### src/rtl/uart_beacon_if.sv
// Byte-stream bundle between uart_beacon and the UART rx/tx blocks.
// master is the beacon side (produces the tx stream); slave is the UART side.
interface uart_beacon_if;
    logic [7:0] rx_byte;
    logic       rx_valid;
    logic [7:0] tx_byte;
    logic       tx_valid;
    logic       tx_ready;

    modport master (
        input  rx_byte,
        input  rx_valid,
        input  tx_ready,
        output tx_byte,
        output tx_valid
    );

    modport slave (
        output rx_byte,
        output rx_valid,
        output tx_ready,
        input  tx_byte,
        input  tx_valid
    );
endinterface

### src/rtl/uart_beacon.sv
// Byte source for the UART transmit path: periodic character bursts (beacon)
// or single-entry echo of received bytes, with valid/ready back-pressure.
module uart_beacon #(
    parameter int unsigned PERIOD_CYCLES = 12_000_000,
    parameter int unsigned CNT_W         = 24,
    parameter logic [7:0]  FIRST_CHAR    = 8'h30,
    parameter logic [7:0]  LAST_CHAR     = 8'h39,
    parameter int unsigned BURST_LEN     = 1
) (
    input  logic          clk,
    input  logic          rst_n,
    input  logic          mode,
    uart_beacon_if.master bus,
    output logic          led,
    output logic          overrun
);

    localparam logic [CNT_W-1:0] CNT_LAST   = CNT_W'(PERIOD_CYCLES - 1);
    localparam logic [7:0]       BURST_LAST = 8'(BURST_LEN - 1);

    typedef enum logic {
        IDLE,
        SEND
    } state_t;

    state_t           state_q, state_d;
    logic [CNT_W-1:0] cnt_q, cnt_d;
    logic [7:0]       tx_byte_q, tx_byte_d;
    logic [7:0]       next_char_q, next_char_d;
    logic [7:0]       burst_cnt_q, burst_cnt_d;
    logic [7:0]       hold_q, hold_d;
    logic             hold_full_q, hold_full_d;
    logic             echo_q, echo_d;
    logic             led_q, led_d;
    logic             overrun_q, overrun_d;

    logic             tick;
    logic             eff_echo;
    logic             drain;
    logic [7:0]       char_adv;

    always_ff @(posedge clk) begin
        if (!rst_n) begin
            state_q     <= IDLE;
            cnt_q       <= '0;
            tx_byte_q   <= 8'h00;
            next_char_q <= FIRST_CHAR;
            burst_cnt_q <= 8'h00;
            hold_q      <= 8'h00;
            hold_full_q <= 1'b0;
            echo_q      <= 1'b0;
            led_q       <= 1'b0;
            overrun_q   <= 1'b0;
        end else begin
            state_q     <= state_d;
            cnt_q       <= cnt_d;
            tx_byte_q   <= tx_byte_d;
            next_char_q <= next_char_d;
            burst_cnt_q <= burst_cnt_d;
            hold_q      <= hold_d;
            hold_full_q <= hold_full_d;
            echo_q      <= echo_d;
            led_q       <= led_d;
            overrun_q   <= overrun_d;
        end
    end

    always_comb begin
        state_d     = state_q;
        tx_byte_d   = tx_byte_q;
        next_char_d = next_char_q;
        burst_cnt_d = burst_cnt_q;
        hold_d      = hold_q;
        hold_full_d = hold_full_q;
        echo_d      = echo_q;
        led_d       = led_q;
        overrun_d   = overrun_q;
        drain       = 1'b0;

        tick     = (cnt_q == CNT_LAST);
        cnt_d    = tick ? '0 : cnt_q + CNT_W'(1);
        char_adv = (next_char_q == LAST_CHAR) ? FIRST_CHAR : next_char_q + 8'd1;
        // A burst in flight keeps the mode it started with; mode is only live in IDLE.
        eff_echo = (state_q == IDLE) ? mode : echo_q;

        case (state_q)
            IDLE: begin
                if (!mode && tick) begin
                    tx_byte_d   = next_char_q;
                    burst_cnt_d = BURST_LAST;
                    echo_d      = 1'b0;
                    led_d       = ~led_q;
                    state_d     = SEND;
                end else if (mode && hold_full_q) begin
                    tx_byte_d   = hold_q;
                    hold_full_d = 1'b0;
                    drain       = 1'b1;
                    echo_d      = 1'b1;
                    led_d       = ~led_q;
                    state_d     = SEND;
                end
            end
            SEND: begin
                if (!echo_q && tick) begin
                    overrun_d = 1'b1;
                end
                if (bus.tx_ready) begin
                    if (echo_q) begin
                        state_d = IDLE;
                    end else begin
                        next_char_d = char_adv;
                        if (burst_cnt_q != 8'h00) begin
                            tx_byte_d   = char_adv;
                            burst_cnt_d = burst_cnt_q - 8'd1;
                        end else begin
                            state_d = IDLE;
                        end
                    end
                end
            end
            default: state_d = IDLE;
        endcase

        // The holder may refill in the same cycle it is drained into tx_byte.
        if (eff_echo && bus.rx_valid) begin
            if (!hold_full_q || drain) begin
                hold_d      = bus.rx_byte;
                hold_full_d = 1'b1;
            end else begin
                overrun_d = 1'b1;
            end
        end
    end

    assign bus.tx_byte  = tx_byte_q;
    assign bus.tx_valid = (state_q == SEND);
    assign led          = led_q;
    assign overrun      = overrun_q;

endmodule

### src/flat_wrapper.sv
// flat-port wrapper written by rule: the top's interface ports become plain ports
module uart_beacon_flat 
#(
    parameter int unsigned PERIOD_CYCLES = 12_000_000,
    parameter int unsigned CNT_W         = 24,
    parameter logic [7:0]  FIRST_CHAR    = 8'h30,
    parameter logic [7:0]  LAST_CHAR     = 8'h39,
    parameter int unsigned BURST_LEN     = 1
)
  (clk, rst_n, mode, led, overrun, bus_rx_byte, bus_rx_valid, bus_tx_ready, bus_tx_byte, bus_tx_valid);
  uart_beacon_if bus_i ();
  input  logic clk;
  input  logic rst_n;
  input  logic mode;
  output logic led;
  output logic overrun;
  input wire logic [$bits(bus_i.rx_byte)-1:0] bus_rx_byte;
  input wire logic [$bits(bus_i.rx_valid)-1:0] bus_rx_valid;
  input wire logic [$bits(bus_i.tx_ready)-1:0] bus_tx_ready;
  output wire logic [$bits(bus_i.tx_byte)-1:0] bus_tx_byte;
  output wire logic [$bits(bus_i.tx_valid)-1:0] bus_tx_valid;
  assign bus_i.rx_byte = bus_rx_byte;
  assign bus_i.rx_valid = bus_rx_valid;
  assign bus_i.tx_ready = bus_tx_ready;
  assign bus_tx_byte = bus_i.tx_byte;
  assign bus_tx_valid = bus_i.tx_valid;
  uart_beacon #(.PERIOD_CYCLES(PERIOD_CYCLES), .CNT_W(CNT_W), .FIRST_CHAR(FIRST_CHAR), .LAST_CHAR(LAST_CHAR), .BURST_LEN(BURST_LEN)) u_core (.clk(clk), .rst_n(rst_n), .mode(mode), .bus(bus_i), .led(led), .overrun(overrun));
endmodule
### config.mk
export PLATFORM = sky130hd
export DESIGN_NAME = uart_beacon_flat
export DESIGN_NICKNAME = d
export VERILOG_FILES = /design/src/rtl/uart_beacon_if.sv /design/src/rtl/uart_beacon.sv /design/src/flat_wrapper.sv
export SDC_FILE = /design/constraint.sdc
export NUM_CORES = 1
export LEC_CHECK = 0
export ABC_AREA = 1
export CAP_MARGIN = 20
export CORE_AREA = 2 2 118 120
export DETAILED_ROUTE_END_ITERATION = 8
export DIE_AREA = 0 0 120 122
export PLACE_DENSITY_LB_ADDON = 0.05
export SYNTH_ARGS = -nofsm -noshare
export SYNTH_HDL_FRONTEND = slang
export SYNTH_SLANG_ARGS = --single-unit
export TNS_END_PERCENT = 5
### constraint.sdc
create_clock -name clk -period 1.5 [get_ports clk]
set_input_delay 0.3 -clock clk [delete_from_list [all_inputs] [get_ports clk]]
set_output_delay 0.3 -clock clk [all_outputs]
set_load 0.05 [all_outputs]
==> impl_metrics.ini, run 1 <==
[synth]
syn-mean-instance-area_um2 = 7.06
synth.distinct_cells = 38
synth_area_mm2 = 0.00331
ys_seq_area_share_pct = 36.9
synth.area.top_cells = dfxtp_1 (37%), nand2_1 (10%), inv_1 (7.5%)
netlist_instances = 468
synthesis.nets = 486
ys.flop_type = dfxtp_1
yosys.area.top_type_share_pct = 36.9
yosys.area.top_type = dfxtp_1
async_flop_share_pct = 0
ys_seq_elements = 61
yosys_warnings = 0
synth_edf_count = 0

[setup_path]
reg2reg_setup_slack_ns = 0.007
path_max_fanout = 5
startpoint_type = register
crit_required_ns = 1.77
end_kind = register
reg2reg_depth = 8
critPathKind = register to register
r2r-start = u_core.cnt_q[1]
reg2reg_to = u_core.cnt_q[12]
cp.arrival_ns = 1.76

[routing]
finalWirelength_um = 9360
initialDrtViolationCount = 86
vias_per_cell = 4.29
drtAntennaViolNets = 0
drcViolationCount = 0
vias = 3274
drtPass1Iterations = 4
routedWlPerCell_um = 12.3

[cells_and_area]
layout_common_cells = nand2_1 (86), buf_4 (83), inv_1 (64), dfxtp_1 (54), nor2_1 (39)
fin_nets = 597
design_area_mm2 = 0.00499
num_antenna_cells = 0
syn_to_final_growth_pct = 50.9
final_common_cell = nand2_1
drive_gt1_share_pct = 31.2
nFillCells = 1431

[floorplan]
die_h_um = 122
rows = 43
die_x_um = 120
initial_core_util_pct = 24.5
dieArea_mm2 = 0.0146
core_mm2 = 0.0135
pin_count = 24

[clock_network]
postCtsHoldBufs = 0
cts_htree_levels = 3
worst_skew_pair.late_latency_ns = 0.34
cts-buffers-inserted = 9
cts_buffer_depth = 2
cts.sinks = 61
cts_root_buf = clkbuf_16
path_clk_slew_ns = 0.05
cts_tree = done

[sta]
slew_headroom_pct = 74.3
finalClockSkew_ns = 0.00414
grt_setup_unrepaired = true
worst_slew_pin_slew_ns = 0.384
post-route-period-util_pct = 99.5
setup_tns_ns = 0
hold_ws_ns = 0.451
hold_violations = 0
final_max_slew_viol_count = 0
worst_slack_ns = 0.00704
setup_violations = 0
max_freq_mhz = 670
period_minus_slack_ns = 1.49

[power]
leakagePower_nw = 2.18
power_density_mw_per_mm2 = 833
swShare_pct = 25.3
p_int_mw = 3.10
vdd_drop_max_uv = 320
p_seq_share_pct = 41.3
clockPowerShare_pct = 47.2
combPwrFrac_pct = 11.6
p_switching_mw = 1.05

[place]
hpwlAfterDp_um = 7300
placed_cell_area_mm2 = 0.00447
pre_cts_slack_ns = -0.262
gp_congestion = 0.757
numPortBuffers = 23

[grt]
grt_pass1_vias = 3274
grt_max_degree = 17
grtUsageTotal_pct = 13.6
grt_first_pass_wirelength_um = 15500
grt_overflow_total = 0
antenna_found_initial = 0

[job]
max_cap_violations = 0

[worst_hold_path]
min_to = u_core.hold_q[5]
worstHoldPathCells = 2
hold_class = register to register
hp-start = u_core.hold_q[5]

[status]
status = finished clean
[flip-flops by register name, indices dropped and copies added (netlist names)]
signal,count
u_core.burst_cnt_q,8
u_core.bus.tx_byte,8
u_core.bus.tx_valid,1
u_core.cnt_q,24
u_core.echo_q,1
u_core.hold_full_q,1
u_core.hold_q,8
u_core.led,1
u_core.next_char_q,8
u_core.overrun,1
[worst max path at each step]
| stage | from | end | slack [ns] |
|---|---|---|---|
| floorplan | u_core.bus.tx_valid | u_core.hold_q[5] | -0.004 |
| global placement | mode | u_core.hold_q[1] | -0.25 |
| detailed placement | mode | u_core.hold_q[0] | -0.26 |
| global route | u_core.cnt_q[1] | u_core.burst_cnt_q[7] | -0.11 |
| finish | u_core.cnt_q[1] | u_core.cnt_q[12] | 0.007 |
| CTS | u_core.cnt_q[1] | u_core.cnt_q[12] | -0.05 |
[layer usage]
layer  GRT usage [%]  part of all wire, %  vias up
met4            6.99                  2.4        0
li1                -                    -     1743
met3            2.29                  2.5       16
met2            24.5                   50       38
met5               0                    0        -
met1            15.5                   45     1477
[synth_stat cells (3+ instances only)]
library cell	number
a211oi_1	4
a21oi_1	38
a21oi_2	8
buf_2	6
buf_4	3
clkinv_1	4
dfxtp_1	61
ha_1	5
inv_1	66
inv_2	6
nand2_1	91
nand2_2	5
nand3_1	27
nand3_2	3
nand3b_1	3
nand4_1	26
nor2_1	41
nor2_2	4
nor2_4	3
nor3_1	11
o21ai_0	16
xor2_1	11
[critical path, stage by stage (launching register included)]
cell and delay (ns):
dfxtp_2 0.35, ha_4 0.15, nand3_4 0.08, nor2_4 0.12, nand2_4 0.09, nor2_4 0.18
nand3_2 0.13, or2_0 0.21, a21oi_1 0.12
[power groups by stage]
stage	combinational, mW	clock (mW)	sequential, mW
6_report	0.481	1.96	1.71
5_1_grt	0.527	2.08	1.72
4_1_cts	0.480	2.02	1.71
3_5_place_dp	0.469	0	1.74
3_3_place_gp	0.468	0	1.74
2_1_floorplan	0.190	0	1.79
[through the flow]
step	power, mW	utilization (%)	instances
2_1_floorplan	1.98	-	468
3_3_place_gp	2.21	33.1	740
3_5_place_dp	2.21	33.1	740
4_1_cts	4.22	35.9	758
5_1_grt	4.33	36.9	764
6_report	4.15	36.9	764
[kinds of logic after synthesis]
family	after synthesis	share of synthesized area, %
AND/OR/NAND/NOR	226	34.2
buffers and inverters	90	11.0
AO/OA/AOI/OAI	74	12.8
flip-flops	61	36.9
XOR/XNOR	12	3.18
adder cells (fa/ha/maj)	5	1.89
[layout make-up]
type | count | area (um^2) | area share (%)
clock buffer | 15 | 268 | 5.37
clock inverter | 1 | 5.00 | 0.100
inverter | 76 | 290 | 5.82
multi-input combinational | 317 | 1860 | 37.4
sequential | 61 | 1230 | 24.8
tap | 180 | 225 | 4.52
timing repair buffer | 114 | 1100 | 22.1
[timing repair]
item / CTS / global route
pin swaps: 5 / 10
setup endpoints to repair: 34 / 49
gates resized for setup: 25 / 26
buffers inserted: 2 / 6
Power figures use the tool's default switching activity.
==> inputs of run 2 (changes only) <==
--- a/config.mk
+++ b/config.mk
@@ -5,11 +5,10 @@
 export SDC_FILE = /design/constraint.sdc
 export NUM_CORES = 1
 export LEC_CHECK = 0
-export ABC_AREA = 1
 export CAP_MARGIN = 20
-export CORE_AREA = 2 2 118 120
+export CORE_AREA = 2 2 161 84
 export DETAILED_ROUTE_END_ITERATION = 8
-export DIE_AREA = 0 0 120 122
+export DIE_AREA = 0 0 163 86
 export PLACE_DENSITY_LB_ADDON = 0.05
 export SYNTH_ARGS = -nofsm -noshare
 export SYNTH_HDL_FRONTEND = slang
==> constraint.sdc (replaced) <==
create_clock -name clk -period 1.49 [get_ports clk]
set_input_delay 0.298 -clock clk [delete_from_list [all_inputs] [get_ports clk]]
set_output_delay 0.298 -clock clk [all_outputs]
set_load 0.05 [all_outputs]
==> impl_metrics.ini, run 2 <==
[synth]
synth_compound_area_share_pct = 16.3
ys_seq_elements = 61
netlist_instances = 350
ys.flop_type = dfxtp_1
synth_xor_area_share_pct = 7.89
async_flop_share_pct = 0
synthesis.nets = 368
syn-mean-instance-area_um2 = 8.88
synth_edf_count = 0
synth.distinct_cells = 56
synth_mux_area_share_pct = 2.58
synth_fa_ha_area_share_pct = 2.01
synth_area_mm2 = 0.00311
synthTopCellsByCount = dfxtp_1 (61), nor2_1 (60), nand3_1 (24), xnor2_1 (19), nand2_1 (17)
synth_top_family_by_area = simple AND/OR/NAND/NOR gates
yosysMostFrequentCell = dfxtp_1
yosys.area_share.simple_pct = 26.3
ys_seq_area_share_pct = 39.3
synth.area.top_cells = dfxtp_1 (39%), nor2_1 (7.2%), xnor2_1 (5.4%)
yosys_warnings = 0
yosys.area.top_type_share_pct = 39.3
yosys.area.top_type = dfxtp_1

[place]
dp.cells = 623
placed_cell_area_mm2 = 0.00431
hpwlAfterDp_um = 7100
numPortBuffers = 23
gp_congestion = 0.763

[floorplan]
dieArea_mm2 = 0.0140
pin_count = 24
die_h_um = 86
rows = 29
core_mm2 = 0.0125
die_x_um = 163
initial_core_util_pct = 24.8

[setup_path]
critPathKind = register to register
crit_required_ns = 1.71
crit_chain = nor4b_4 > and4_4 > a21o_4 > a21oi_4 > o311a_1
r2r-start = u_core.cnt_q[8]
cp-startpoint = u_core.cnt_q[8]
cp_num_buf_inv = 0
end_kind = register
critPathMaxStageDelay_ns = 0.38
cp_top_family = simple AND/OR/NAND/NOR gates
reg2reg_to = u_core.bus.tx_byte[7]
startpoint_type = register
path_max_fanout = 7
reg2reg_depth = 5
crit_end = u_core.bus.tx_byte[7]
crit_slowest_cell = nor4b_4
reg2reg_setup_slack_ns = -0.30
cp.arrival_ns = 2.00
cp.depth = 5

[clock_network]
cts_root_buf = clkbuf_16
cts_htree_levels = 3
path_clk_slew_ns = 0.06
postCtsHoldBufs = 0
cts-buffers-inserted = 9
cts_buffer_depth = 2
cts.sinks = 61
worst_skew_pair.late_latency_ns = 0.34
cts_tree = done

[sta]
post-route-period-util_pct = 120
final_max_slew_viol_count = 0
setup_violations = 46
worst_slew_pin_slew_ns = 0.328
finalClockSkew_ns = 0.00742
hold_violations = 0
grt_setup_unrepaired = true
slew_headroom_pct = 78.0
worst_slack_ns = -0.296
hold_ws_ns = 0.502
max_freq_mhz = 560
period_minus_slack_ns = 1.79

[cells_and_area]
design_area_mm2 = 0.00473
layout_common_cells = buf_4 (94), nor2_1 (59), dfxtp_1 (54), nand3_1 (22), xnor2_1 (19)
syn_to_final_growth_pct = 52.0
multi_input_area_mm2 = 0.00183
final_common_cell = buf_4
num_antenna_cells = 0
seqCellArea_mm2 = 0.00123
fin_nets = 486
regMostFlops = u_core.cnt_q
largest_register_ffs = 24
drive_gt1_share_pct = 37.1
nFillCells = 1295
final_cells = 642
final_util_pct = 37.8

[worst_hold_path]
hold_class = register to register

[routing]
vias_per_cell = 4.54
vias = 2914
drcViolationCount = 0
initialDrtViolationCount = 104
drtAntennaViolNets = 0
finalWirelength_um = 9240
routedWlPerCell_um = 14.4
drtPass1Iterations = 4

[power]
leakagePower_nw = 1.90
p_total_mw = 3.98
vdd_drop_max_uv = 402
power_density_mw_per_mm2 = 842

[grt]
antenna_found_initial = 0
grt_max_degree = 22
grt_overflow_total = 0
grtUsageTotal_pct = 14.1
grt_pass1_vias = 3015
grt_first_pass_wirelength_um = 15200

[status]
status = finished, violations left
violations = setup timing

[job]
max_cap_violations = 0
-- run 2: stage by stage --
stage	worst slack (ns)	setup TNS (ns)
after floorplan	-0.244	-4.07
after global placement	-0.617	-20.58
after detailed placement	-0.684	-21.63
after CTS	-0.304	-10.77
after global routing	-0.364	-10.22
final	-0.296	-5.91
-- run 2: worst min path at each step --
stage | slack (ns) | endpoint | cells past startpoint | start
finish | 0.50 | u_core.hold_q[3] | 2 | u_core.hold_q[3]
global route | 0.55 | u_core.bus.tx_byte[2] | 2 | u_core.bus.tx_byte[2]
CTS | 0.51 | u_core.hold_q[3] | 2 | u_core.hold_q[3]
detailed placement | 0.49 | u_core.hold_q[3] | 2 | u_core.hold_q[3]
global placement | 0.49 | u_core.hold_q[3] | 2 | u_core.hold_q[3]
floorplan | 0.40 | u_core.bus.tx_valid | 1 | bus_tx_ready
-- run 2: cells by family (layout without fill, tap and decap cells) --
| logic type | count (synthesis) | after routing |
|---|---|---|
| AO/OA/AOI/OAI | 67 | 67 |
| XOR/XNOR | 28 | 28 |
| adder cells (fa/ha/maj) | 5 | 5 |
| buffers and inverters | 26 | 148 |
| flip-flops | 61 | 61 |
| multiplexers | 8 | 8 |
| AND/OR/NAND/NOR | 155 | 155 |
-- run 2: cell type report --
cell class              instances  area share (%)
clock buffers                  10            5.06
clock inverters                 5           0.582
inverters                      10           0.794
multi-input cells             263            38.7
flip-flops and latches         61            26.1
well taps                     170            4.50
repair buffers                123            24.3
-- run 2: where the power goes --
group          internal, mW  switching (mW)  leakage (nW)
logic                 0.198           0.183          1.27
registers              1.67          0.0365         0.497
clock network          1.15           0.746         0.134
total                  3.01           0.965          1.90
-- run 2: worst reg2reg max path: stages, from the launching register on --
cell	delay, ns
dfxtp_2	0.33
nor4b_4	0.38
and4_4	0.36
a21o_4	0.16
a21oi_4	0.08
o311a_1	0.36
-- run 2: routing by layer --
metal	track usage [%]	share of wire [%]
met2	23.3	47
met4	3.46	1.0
met5	0	0
met3	4.35	3.2
met1	18.2	49
-- run 2: what timing repair did --
| action | CTS | global route |
|---|---|---|
| pin swaps | 8 | 5 |
| buffers inserted | 4 | 0 |
| endpoints found under the setup margin | 48 | 51 |
| resized for setup | 18 | 18 |
| cloned | 0 | 0 |
==> inputs of run 3 (changes only) <==
--- a/config.mk
+++ b/config.mk
@@ -6,11 +6,11 @@
 export NUM_CORES = 1
 export LEC_CHECK = 0
 export CAP_MARGIN = 20
-export CORE_AREA = 2 2 161 84
+export CORE_AREA = 3 3 162 85
 export DETAILED_ROUTE_END_ITERATION = 8
-export DIE_AREA = 0 0 163 86
+export DIE_AREA = 0 0 165 88
 export PLACE_DENSITY_LB_ADDON = 0.05
 export SYNTH_ARGS = -nofsm -noshare
 export SYNTH_HDL_FRONTEND = slang
 export SYNTH_SLANG_ARGS = --single-unit
-export TNS_END_PERCENT = 5
+export TNS_END_PERCENT = 20
==> impl_metrics.ini, run 3 (same netlist as run 2, synthesis figures left out) <==
[status]
status = finished, violations left
violations = setup timing

[sta]
slew_headroom_pct = 77.2
setup_tns_ns = -7.92
worst_slack_ns = -0.286
max_freq_mhz = 563
finalClockSkew_ns = 0.00580
final_max_slew_viol_count = 0
period_minus_slack_ns = 1.78
worst_slew_pin_slew_ns = 0.341
grt_setup_unrepaired = true
setup_violations = 44
hold_violations = 0
post-route-period-util_pct = 119

[place]
pre_cts_slack_ns = -0.668
placed_cell_area_mm2 = 0.00429
dp.cells = 612
hpwlAfterDp_um = 6980
gp_congestion = 0.758
numPortBuffers = 23

[setup_path]
crit_chain = clkdlybuf4s50_1 > and3b_1 > and4_4 > a21o_4 > buf_4 > a211o_2 > o311a_1
startpoint_type = primary input
end_kind = register
cp_top_family = buffers and inverters
critPathMaxStageDelay_ns = 0.49
cp.arrival_ns = 1.99
path_max_fanout = 5
crit_required_ns = 1.71
cp_num_buf_inv = 2
critPathKind = primary input to register
crit_slowest_cell = clkdlybuf4s50_1

[routing]
drtAntennaViolNets = 0
drtPass1Iterations = 4
vias = 2941
finalWirelength_um = 9250
initialDrtViolationCount = 98
vias_per_cell = 4.61
drcViolationCount = 0
routedWlPerCell_um = 14.5

[cells_and_area]
drive_gt1_share_pct = 35.7
largest_register_ffs = 24
regMostFlops = u_core.cnt_q
final_cells = 638
multi_input_area_mm2 = 0.00185
seqCellArea_mm2 = 0.00123
final_common_cell = buf_4
num_antenna_cells = 0
design_area_mm2 = 0.00474
final_util_pct = 37.9
nFillCells = 1249
syn_to_final_growth_pct = 52.5
layout_common_cells = buf_4 (88), nor2_1 (59), dfxtp_1 (54), nand3_1 (21), xnor2_1 (19)
fin_nets = 481

[clock_network]
cts_tree = done
path_clk_slew_ns = 0.05
cts_htree_levels = 3
cts_root_buf = clkbuf_16
cts.sinks = 61
cts-buffers-inserted = 9
postCtsHoldBufs = 0
worst_skew_pair.late_latency_ns = 0.33
cts_buffer_depth = 2

[grt]
grtUsageTotal_pct = 13.9
grt_max_degree = 22
grt_pass1_vias = 3076
antenna_found_initial = 0
grt_overflow_total = 0
grt_first_pass_wirelength_um = 15500

[worst_hold_path]
hold_class = register to register

[power]
leakagePower_nw = 1.90
vdd_drop_max_uv = 425
power_density_mw_per_mm2 = 862

[floorplan]
die_x_um = 165
pin_count = 24
die_h_um = 88
initial_core_util_pct = 24.8
core_mm2 = 0.0125
rows = 29
dieArea_mm2 = 0.0145

[job]
max_cap_violations = 0
## run 3: metal layers
metal	share of wire [%]	routed length [um]	track usage, %	vias to the layer above
met3	2.8	258	3.97	10
met5	0	0	0	-
met1	47	4370	17.0	1423
li1	-	-	-	1485
met4	1.0	93	3.58	0
met2	49	4530	24.4	23
## run 3: path summary, 6_finish.rpt
kind	from	endpoint	slack (ns)	cells after the start
worst min-delay path	u_core.hold_q[2]	u_core.hold_q[2]	0.51	2
worst max-delay path	mode	u_core.bus.tx_byte[4]	-0.29	7
worst min register to register	u_core.hold_q[2]	u_core.hold_q[2]	0.51	2
worst max register to register	u_core.next_char_q[1]	u_core.bus.tx_byte[0]	-0.24	6
## run 3: power breakdown
part	internal [mW]	total, mW	switching [mW]
Clock	1.26	1.99	0.733
Sequential	1.67	1.70	0.0350
Combinational	0.202	0.390	0.188
Total	3.13	4.09	0.956
## run 3: worst min-delay path, cell delays in order, from the launching register on
cell     delay, ns
dfxtp_1       0.33
mux2i_1       0.07
nor2_1        0.08
## run 3: stage by stage
stage	hold WS, ns	power [mW]
3_3_place_gp	0.487	2.11
4_1_cts	0.510	4.14
5_1_grt	0.536	4.25
6_report	0.508	4.09
2_1_floorplan	0.403	1.92
3_5_place_dp	0.496	2.12
## run 3: cell type report
cell class                 count  area share (%)
clock buffer                  15            5.86
clock inverter                 1           0.106
inverter                      10           0.792
multi-input combinational    263            39.1
sequential                    61            26.0
tap                          170            4.49
timing repair buffer         118            23.7
## run 3: what timing repair did
item | in CTS | in global routing
buffers inserted | 6 | 5
pin swaps | 18 | 21
hold endpoints to repair | 0 | 0
gates resized for setup | 22 | 11
setup endpoints to repair | 47 | 49
